===== src/rtl/fnd_scan_ctrl.sv =====
// Multiplexed 4-digit seven-segment scan controller: digit rotation, frame-aligned
// page switching, anode blanking and a blinking decimal point on digit 2.
module fnd_scan_ctrl #(
    parameter int unsigned P_SCAN_DIV  = 100_000,
    parameter int unsigned P_BLINK_DIV = 50_000_000
) (
    input  logic       i_clk,
    input  logic       i_reset,
    input  logic       i_page,
    input  logic       i_blank_en,
    input  logic       i_dp_en,
    output logic [2:0] o_sel,
    output logic [3:0] o_an,
    output logic       o_dp,
    output logic       o_scan_tick
);

    localparam int unsigned SCAN_W  = (P_SCAN_DIV  > 1) ? $clog2(P_SCAN_DIV)  : 1;
    localparam int unsigned BLINK_W = (P_BLINK_DIV > 1) ? $clog2(P_BLINK_DIV) : 1;
    localparam logic [SCAN_W-1:0]  SCAN_LAST  = SCAN_W'(P_SCAN_DIV - 1);
    localparam logic [BLINK_W-1:0] BLINK_LAST = BLINK_W'(P_BLINK_DIV - 1);

    logic [SCAN_W-1:0]  pre_q,   pre_d;
    logic [1:0]         digit_q, digit_d;
    logic               page_q,  page_d;
    logic [BLINK_W-1:0] blink_q, blink_d;
    logic               phase_q, phase_d;
    logic               blank_q, blank_d;
    logic               tick_c;
    logic               blink_last_c;

    // Next-state logic; the page only changes on the edge closing digit 3.
    always_comb begin
        tick_c       = (pre_q == SCAN_LAST);
        blink_last_c = (blink_q == BLINK_LAST);
        pre_d        = tick_c ? '0 : pre_q + SCAN_W'(1);
        digit_d      = tick_c ? digit_q + 2'd1 : digit_q;
        page_d       = (tick_c && (digit_q == 2'd3)) ? i_page : page_q;
        blink_d      = blink_last_c ? '0 : blink_q + BLINK_W'(1);
        phase_d      = blink_last_c ? ~phase_q : phase_q;
        blank_d      = i_blank_en;
    end

    always_ff @(posedge i_clk) begin
        if (i_reset) begin
            pre_q   <= '0;
            digit_q <= 2'd0;
            page_q  <= 1'b0;
            blink_q <= '0;
            phase_q <= 1'b0;
            blank_q <= 1'b0;
        end else begin
            pre_q   <= pre_d;
            digit_q <= digit_d;
            page_q  <= page_d;
            blink_q <= blink_d;
            phase_q <= phase_d;
            blank_q <= blank_d;
        end
    end

    // Outputs decode straight from the registers; i_dp_en gates the point combinationally.
    assign o_sel       = {page_q, digit_q};
    assign o_an        = blank_q ? 4'b1111 : ~(4'b0001 << digit_q);
    assign o_dp        = ~(i_dp_en & phase_q & (digit_q == 2'd2) & ~blank_q);
    assign o_scan_tick = tick_c;

endmodule


===== config.mk =====
export PLATFORM = sky130hd
export DESIGN_NAME = fnd_scan_ctrl
export DESIGN_NICKNAME = d
export VERILOG_FILES = /design/src/rtl/fnd_scan_ctrl.sv
export SDC_FILE = /design/constraint.sdc
export NUM_CORES = 1
export LEC_CHECK = 0
export BUFFER_PORTS_ARGS = -buffer_cell sky130_fd_sc_hd__buf_2
export CELL_PAD_IN_SITES_DETAIL_PLACEMENT = 0
export CELL_PAD_IN_SITES_GLOBAL_PLACEMENT = 1
export CORE_UTILIZATION = 38
export DETAILED_ROUTE_END_ITERATION = 7
export PLACE_DENSITY_LB_ADDON = 0.12
export SLEW_MARGIN = 40
export SYNTH_ARGS = -nofsm -noshare
export SYNTH_HDL_FRONTEND = slang
export SYNTH_SLANG_ARGS = --single-unit

===== constraint.sdc =====
create_clock -name i_clk -period 3.75 [get_ports i_clk]
set_clock_uncertainty 0.15 [all_clocks]
set_input_delay 0.1875 -clock i_clk [delete_from_list [all_inputs] [get_ports i_clk]]
set_output_delay 0.1875 -clock i_clk [all_outputs]
set_load 0.02 [all_outputs]

==> reports/results.tsv, run 1 <==
stage	metric	value	unit
run	cap_violations	0	
routing	via_per_inst	5.196	
logic_synthesis	yosys_warnings	0	
global_routing	grt_usage	0.1586	
logic_synthesis	synth_top_flop_cell	dfxtp_1	
routing	drt_iter0_drc	66	
cts	tritoncts	done	
logic_synthesis	synth_nets	272	
critical_path	critPathLaunch	pre_q[14]	
cts	cts_resized	0	
floorplanning	start_util	0.4018	
routing	routed_wl	4317	um
cts	insertion_delay	0.30	ns
global_routing	grt_pass1_wl	7817	um
power	pwr_density_cell	415.2	nW/um2
floorplanning	die-area	6242	um2
timing	tightest_slew	0.6226	ns
cts	path_clk_slew	0.09	ns
logic_synthesis	synth_seq_area_share	0.4264	
global_routing	antenna_found_initial	0	
power	leakage	0.8452	nW
cts	ctsRootBufferMaster	clkbuf_8	
min_path	hold_path.class	in2reg	
routing	vias	1803	
final_layout	area_growth	12.77	%
timing	max-slew-margin-rel	0.5847	
floorplanning	core-area	5608	um2
logic_synthesis	async_flop_share	0	
logic_synthesis	synth_cell_types	38	
timing	clock.fmax	0.4464	GHz
critical_path	r2r-start	pre_q[14]	
routing	final_antenna_net_count	0	
logic_synthesis	syn_inst	261	
logic_synthesis	syn_area	2253	um2
final_layout	nets	285	
timing	finalCritPeriodShare	0.5974	
logic_synthesis	synthTopCellsByCount	dfxtp_1 (48), nor2_1 (30), nand3_1 (21)	
critical_path	cp-end-kind	register	
critical_path	crit_path_max_fanout	15	
critical_path	arrival	2.26	ns
routing	post_drt_wl_per_cell	12.44	um
critical_path	critPathRequiredTime	3.77	ns
logic_synthesis	yosysMostFrequentCell	dfxtp_1	
cts	cts_max_path_buffers	2	
routing	dr.pass1.iters	4	
logic_synthesis	ys_seq_elements	48	
timing	totalNegativeSetupSlack	0	ns
placed_design	place_area	2362	um2
logic_synthesis	yosys.area.top_type_share	0.4264	
run_status	status	finished clean	
cts	hold_buffers	2	
logic_synthesis	synth_edf_count	0	
cts	post-cts-setup-buffers	0	
cts	h-tree-depth	2	
floorplanning	io_pins	14	
min_path	min_from	i_reset	
critical_path	crit_path_start_kind	register	
cts	clock_sinks	48	
final_layout	n_antenna_cell	0	
floorplanning	die_w	79.01	um
routing	drc	0	
timing	holdWs	0.03320	ns
timing	period_needed	2.240	ns
floorplanning	fp-row-count	27	
global_routing	grt_pass1_vias	1712	
global_routing	grt_max_degree	16	
logic_synthesis	yosysTopAreaCell	dfxtp_1	
logic_synthesis	syn_avg_cell_area	8.634	um2
cts	cts_inserted_buffers	5	
timing	final-max-slew-violation-count	0	
floorplanning	die_h	79.01	um
global_routing	overflow	0	
logic_synthesis	synthTopCellsByArea	dfxtp_1 (43%), xor2_1 (5.4%), nor2_1 (5.0%)	
final_layout	drive_above_1_share	0.1091	
placed_design	gp_congestion	0.7158	
timing	hold_viol	0	
placed_design	port_buffers	13	
power	ir_drop	0.0001339	V
critical_path	path_class	reg2reg	
timing	setup_viol	0	
placed_design	dp_hpwl	3099	um
timing	rsz0062_at_grt	false	
final_layout	stdcell_area	2541	um2
## registers in the layout, summed over array words and instances (netlist names)
| register | cells |
|---|---|
| phase_q | 1 |
| blink_q | 26 |
| pre_q | 17 |
| blank_q | 1 |
| digit_q | 2 |
| page_q | 1 |
## logic make-up after synthesis
family	count (synthesis)	synth area share
AOI/OAI and AO/OA	44	0.1122
xor gates and xnor gates	22	0.08551
adders and majority gates	6	0.03331
buffers and inverters	18	0.03887
DFF	48	0.4264
and+or+nand+nor	123	0.3037
## metrics by stage
stage	utilization	setup WS, ns	total power, mW	cells
after global placement	0.4212	1.482	0.5621	337
final	0.4531	1.510	1.055	347
after CTS	0.4531	1.453	1.072	347
after detailed placement	0.4212	1.470	0.5616	337
after floorplan	-	1.788	0.5530	261
after global routing	0.4531	1.259	1.100	347
## critical path, cell delays in order (launching register included)
cell and delay (ns):
dfxtp_1 0.35, or4b_1 0.54, or3_1 0.43, o21bai_2 0.53, nor2_1 0.11
## metal layers
layer | vias up | wire, um | GRT usage
li1 | 961 | - | -
met1 | 823 | 2284 | 0.2145
met2 | 17 | 1891 | 0.2457
met3 | 2 | 116 | 0.03793
met4 | 0 | 24 | 0.05455
met5 | - | 0 | 0
## layout by cell type, fill, tap and decap left out, types with 3 or more instances in the layout
| cell type | n |
|---|---|
| a21oi_1 | 20 |
| and3_1 | 6 |
| buf_2 | 13 |
| bufinv_16 | 3 |
| clkbuf_8 | 5 |
| dfxtp_1 | 48 |
| ha_1 | 6 |
| inv_1 | 7 |
| nand2_1 | 10 |
| nand2b_1 | 4 |
| nand3_1 | 21 |
| nand4_1 | 15 |
| nor2_1 | 30 |
| nor4_1 | 3 |
| o21ai_0 | 14 |
| o31ai_1 | 6 |
| or3_1 | 11 |
| or4_1 | 6 |
| xnor2_1 | 8 |
| xor2_1 | 14 |
## report_power, final
part / switching [mW] / internal [mW]
logic: 0.0156 / 0.0121
registers: 0.00762 / 0.515
clock network: 0.171 / 0.333
total: 0.194 / 0.861
## path summary, 6_finish.rpt
| path | endpoint | slack (ns) | cells after the start |
|---|---|---|---|
| worst min register to register | blink_q[25] | 0.33 | 2 |
| worst max register to register | pre_q[9] | 1.51 | 4 |
| worst min-delay path | digit_q[1] | 0.03 | 2 |
| worst max-delay path | pre_q[9] | 1.51 | 4 |
## area by class of cell
class / count / area, um2
clock buffer: 5 / 68.82
clock inverter: 3 / 90.09
fill: 577 / 3067
inverter: 7 / 26.28
multi-input combinational: 195 / 1205
sequential: 48 / 960.9
tap: 72 / 90.09
timing repair buffer: 17 / 100.1
Note: power is estimated with default switching activity, not from simulation.
==> run 2, diff against run 1 <==
--- a/config.mk
+++ b/config.mk
@@ -5,6 +5,7 @@
 export SDC_FILE = /design/constraint.sdc
 export NUM_CORES = 1
 export LEC_CHECK = 0
+export ABC_AREA = 1
 export BUFFER_PORTS_ARGS = -buffer_cell sky130_fd_sc_hd__buf_2
 export CELL_PAD_IN_SITES_DETAIL_PLACEMENT = 0
 export CELL_PAD_IN_SITES_GLOBAL_PLACEMENT = 1
==> constraint.sdc (replaced) <==
create_clock -name i_clk -period 2.2 [get_ports i_clk]
set_clock_uncertainty 0.15 [all_clocks]
set_input_delay 0.11 -clock i_clk [delete_from_list [all_inputs] [get_ports i_clk]]
set_output_delay 0.11 -clock i_clk [all_outputs]
set_load 0.02 [all_outputs]
==> reports/results.tsv, run 2 <==
stage	metric	value	unit	change
final_layout	largest_registers	blink_q x26, pre_q x17, digit_q x2		unchanged
power	pwr_density_cell	534.7	nW/um2	was 415.2 nW/um2
timing	final-max-slew-violation-count	0		unchanged
routing	routed_wl	5525	um	was 4317 um
timing	finalCritPeriodShare	0.9267		
logic_synthesis	syn_inst	383		was 261
cts	insertion_delay	0.30	ns	about the same
logic_synthesis	yosys.area.top_type_share	0.3765		was 0.4264
final_layout	nFillCells	685		was 577
power	ir_drop	0.0002471	V	was 0.0001339 V
floorplanning	die_w	83.96	um	was 79.01 um
cts	clock_sinks	48		unchanged
cts	cts_inserted_buffers	5		unchanged
final_layout	largest_register	blink_q		unchanged
logic_synthesis	synth_edf_count	0		unchanged
timing	totalNegativeSetupSlack	0	ns	unchanged
power	leakage	0.9888	nW	was 0.8452 nW
cts	h-tree-depth	2		unchanged
final_layout	nets	413		was 285
min_path	hold_path.class	reg2reg		was in2reg
placed_design	gp_congestion	0.8030		was 0.7158
global_routing	grt_usage	0.1674		was 0.1586
timing	setup_viol	0		unchanged
logic_synthesis	yosysTopAreaCell	dfxtp_1		unchanged
logic_synthesis	yosysMostFrequentCell	nand2_1		was dfxtp_1
logic_synthesis	synthTopCellsByCount	nand2_1 (99), nor2_1 (90), dfxtp_1 (48)		was dfxtp_1 (48), nor2_1 (30), nand3_1 (21)
timing	max-slew-margin-rel	0.6128		was 0.5847
critical_path	crit_path_start_kind	register		unchanged
floorplanning	fp-row-count	29		was 27
placed_design	dp_slack	0.3550	ns	was 1.470 ns
global_routing	antenna_found_initial	0		unchanged
global_routing	grt_pass1_wl	9466	um	was 7817 um
critical_path	cp-end-kind	output port		was register
critical_path	crit_buf_inv	1		was 0
run	cap_violations	0		unchanged
cts	tritoncts	done		unchanged
final_layout	drive_above_1_share	0.07692		was 0.1091
critical_path	critical_path.top_delay_family	simple AND/OR/NAND/NOR gates		unchanged
routing	dr.pass1.iters	4		unchanged
timing	period_needed	2.039	ns	
timing	hold_viol	0		unchanged
global_routing	overflow	0		unchanged
timing	tightest_slew	0.5764	ns	was 0.6226 ns
logic_synthesis	synth_cell_types	25		was 38
critical_path	critPathRequiredTime	1.94	ns	was 3.77 ns
floorplanning	start_util	0.3974		was 0.4018
final_layout	largest_reg_flops	26		unchanged
final_layout	final_common_cell	nand2_1		was dfxtp_1
cts	path_clk_slew	0.09	ns	about the same
critical_path	path_class	reg2out		was reg2reg
critical_path	max_stage_delay	0.37	ns	was 0.54 ns
critical_path	arrival	1.78	ns	was 2.26 ns
floorplanning	core-area	6422	um2	was 5608 um2
floorplanning	die_h	83.96	um	was 79.01 um
placed_design	port_buffers	13		unchanged
global_routing	grt_pass1_vias	2114		was 1712
final_layout	area_growth	9.363	%	was 12.77%
routing	final_antenna_net_count	0		unchanged
floorplanning	die-area	7048	um2	was 6242 um2
logic_synthesis	synth_seq_area_share	0.3765		was 0.4264
final_layout	layout_common_cells	nand2_1 (99), nor2_1 (90), dfxtp_1 (48)		was dfxtp_1 (48), nor2_1 (30), nand3_1 (21)
logic_synthesis	ys_seq_elements	48		unchanged
routing	post_drt_wl_per_cell	11.51	um	was 12.44 um
logic_synthesis	syn_area	2552	um2	was 2253 um2
logic_synthesis	synth_top_flop_cell	dfxtp_1		unchanged
cts	cts_max_path_buffers	2		unchanged
routing	drt_iter0_drc	131		was 66
routing	drc	0		unchanged
logic_synthesis	async_flop_share	0		unchanged
logic_synthesis	syn_avg_cell_area	6.664	um2	was 8.634 um2
global_routing	grt_max_degree	26		was 16
floorplanning	io_pins	14		unchanged
timing	fin_ws	0.1613	ns	was 1.510 ns
critical_path	cp_cell_sequence	ha_1 -> nand2_1 -> nor2_2 -> nand3_1 -> nor2_1 -> buf_2		was or4b_1 -> or3_1 -> o21bai_2 -> nor2_1
logic_synthesis	synthTopCellsByArea	dfxtp_1 (38%), nand2_1 (15%), nor2_1 (13%)		was dfxtp_1 (43%), xor2_1 (5.4%), nor2_1 (5.0%)
run_status	status	finished clean		unchanged
routing	vias	2253		was 1803
cts	ctsRootBufferMaster	clkbuf_8		unchanged
timing	clock.fmax	0.4905	GHz	
cts	cts_resized	0		unchanged
timing	rsz0062_at_grt	false		unchanged
critical_path	crit_path_max_fanout	4		was 15
placed_design	dp_hpwl	4204	um	was 3099 um
final_layout	n_antenna_cell	0		unchanged
routing	via_per_inst	4.694		was 5.196
logic_synthesis	synth_nets	394		was 272
critical_path	cp_slowest_cell	dfxtp_1		was or4b_1
logic_synthesis	yosys_warnings	0		unchanged
[run 2: changes by cell type in the layout (fill, tap and decap cells not counted), sizes merged, moves of 11 or more]
| cell | previous run | this run |
|---|---|---|
| nand2 | 10 | 102 |
| inv | 7 | 46 |
| o21ai | 14 | 3 |
| or3 | 12 | 0 |
| nor2 | 30 | 95 |
[run 2: metal layers]
metal / part of all wire / GRT usage
met2: 0.45 / 0.2690
met1: 0.52 / 0.2276
met3: 0.021 / 0.03561
met5: 0 / 0
met4: 0.010 / 0.04232
[run 2: kinds of logic (layout without fill, tap and decap cells)]
| family | count (synthesis) | after routing | synth area share |
|---|---|---|---|
| fa+ha+maj | 6 | 6 | 0.02941 |
| buf+inv | 51 | 71 | 0.08873 |
| xor+xnor | 21 | 21 | 0.07206 |
| flops | 48 | 48 | 0.3765 |
| simple gates | 243 | 243 | 0.4044 |
| compound gates | 14 | 14 | 0.02892 |
[run 2: metrics by stage]
stage	util	cell area (um2)	hold WS [ns]	total power, mW	std cells
floorplan	-	2552	0.03118	0.9439	383
global placement	0.4154	2668	0.1527	0.9512	469
detailed placement	0.4154	2668	0.1551	0.9521	469
CTS	0.4346	2791	0.3065	1.522	480
global route	0.4346	2791	0.3467	1.559	480
finish	0.4346	2791	0.3019	1.493	480
[run 2: worst paths after layout]
check / to / from / depth (start not counted) / slack (ns)
worst min register to register: blink_q[0] / blink_q[0] / 1 / 0.30
worst max register to register: pre_q[9] / pre_q[0] / 7 / 0.38
worst max-delay path: o_scan_tick / pre_q[0] / 6 / 0.16
worst min-delay path: blink_q[0] / blink_q[0] / 1 / 0.30
[run 2: worst register-to-register path, stage by stage (launching register included)]
cell     delay [ns]
dfxtp_1        0.37
ha_1           0.20
nand2_1        0.10
nor2_2         0.18
nand3_1        0.14
o21ai_2        0.29
buf_4          0.24
nor2_1         0.06
[run 2: layout make-up]
| class | instances | area, um2 | area share |
|---|---|---|---|
| Clock buffer | 7 | 86.33 | 0.03093 |
| Clock inverter | 1 | 7.507 | 0.002689 |
| Inverter | 46 | 172.7 | 0.06186 |
| Multi-Input combinational cell | 284 | 1365 | 0.4890 |
| Sequential cell | 48 | 960.9 | 0.3442 |
| Tap cell | 77 | 96.34 | 0.03451 |
| Timing Repair Buffer | 17 | 102.6 | 0.03675 |
[run 2: where the power goes]
group,total (mW),switching (mW),internal (mW)
logic,0.0496,0.0294,0.0202
clock network,0.558,0.302,0.256
registers,0.885,0.00667,0.878
total,1.49,0.338,1.15
[run 2: timing repair]
item | 4_1_cts | 5_1_grt
hold buffers | 3 | 0
hold endpoints to repair | 4 | 0
setup buffers | 0 | 0
endpoints found under the setup margin | 0 | 0
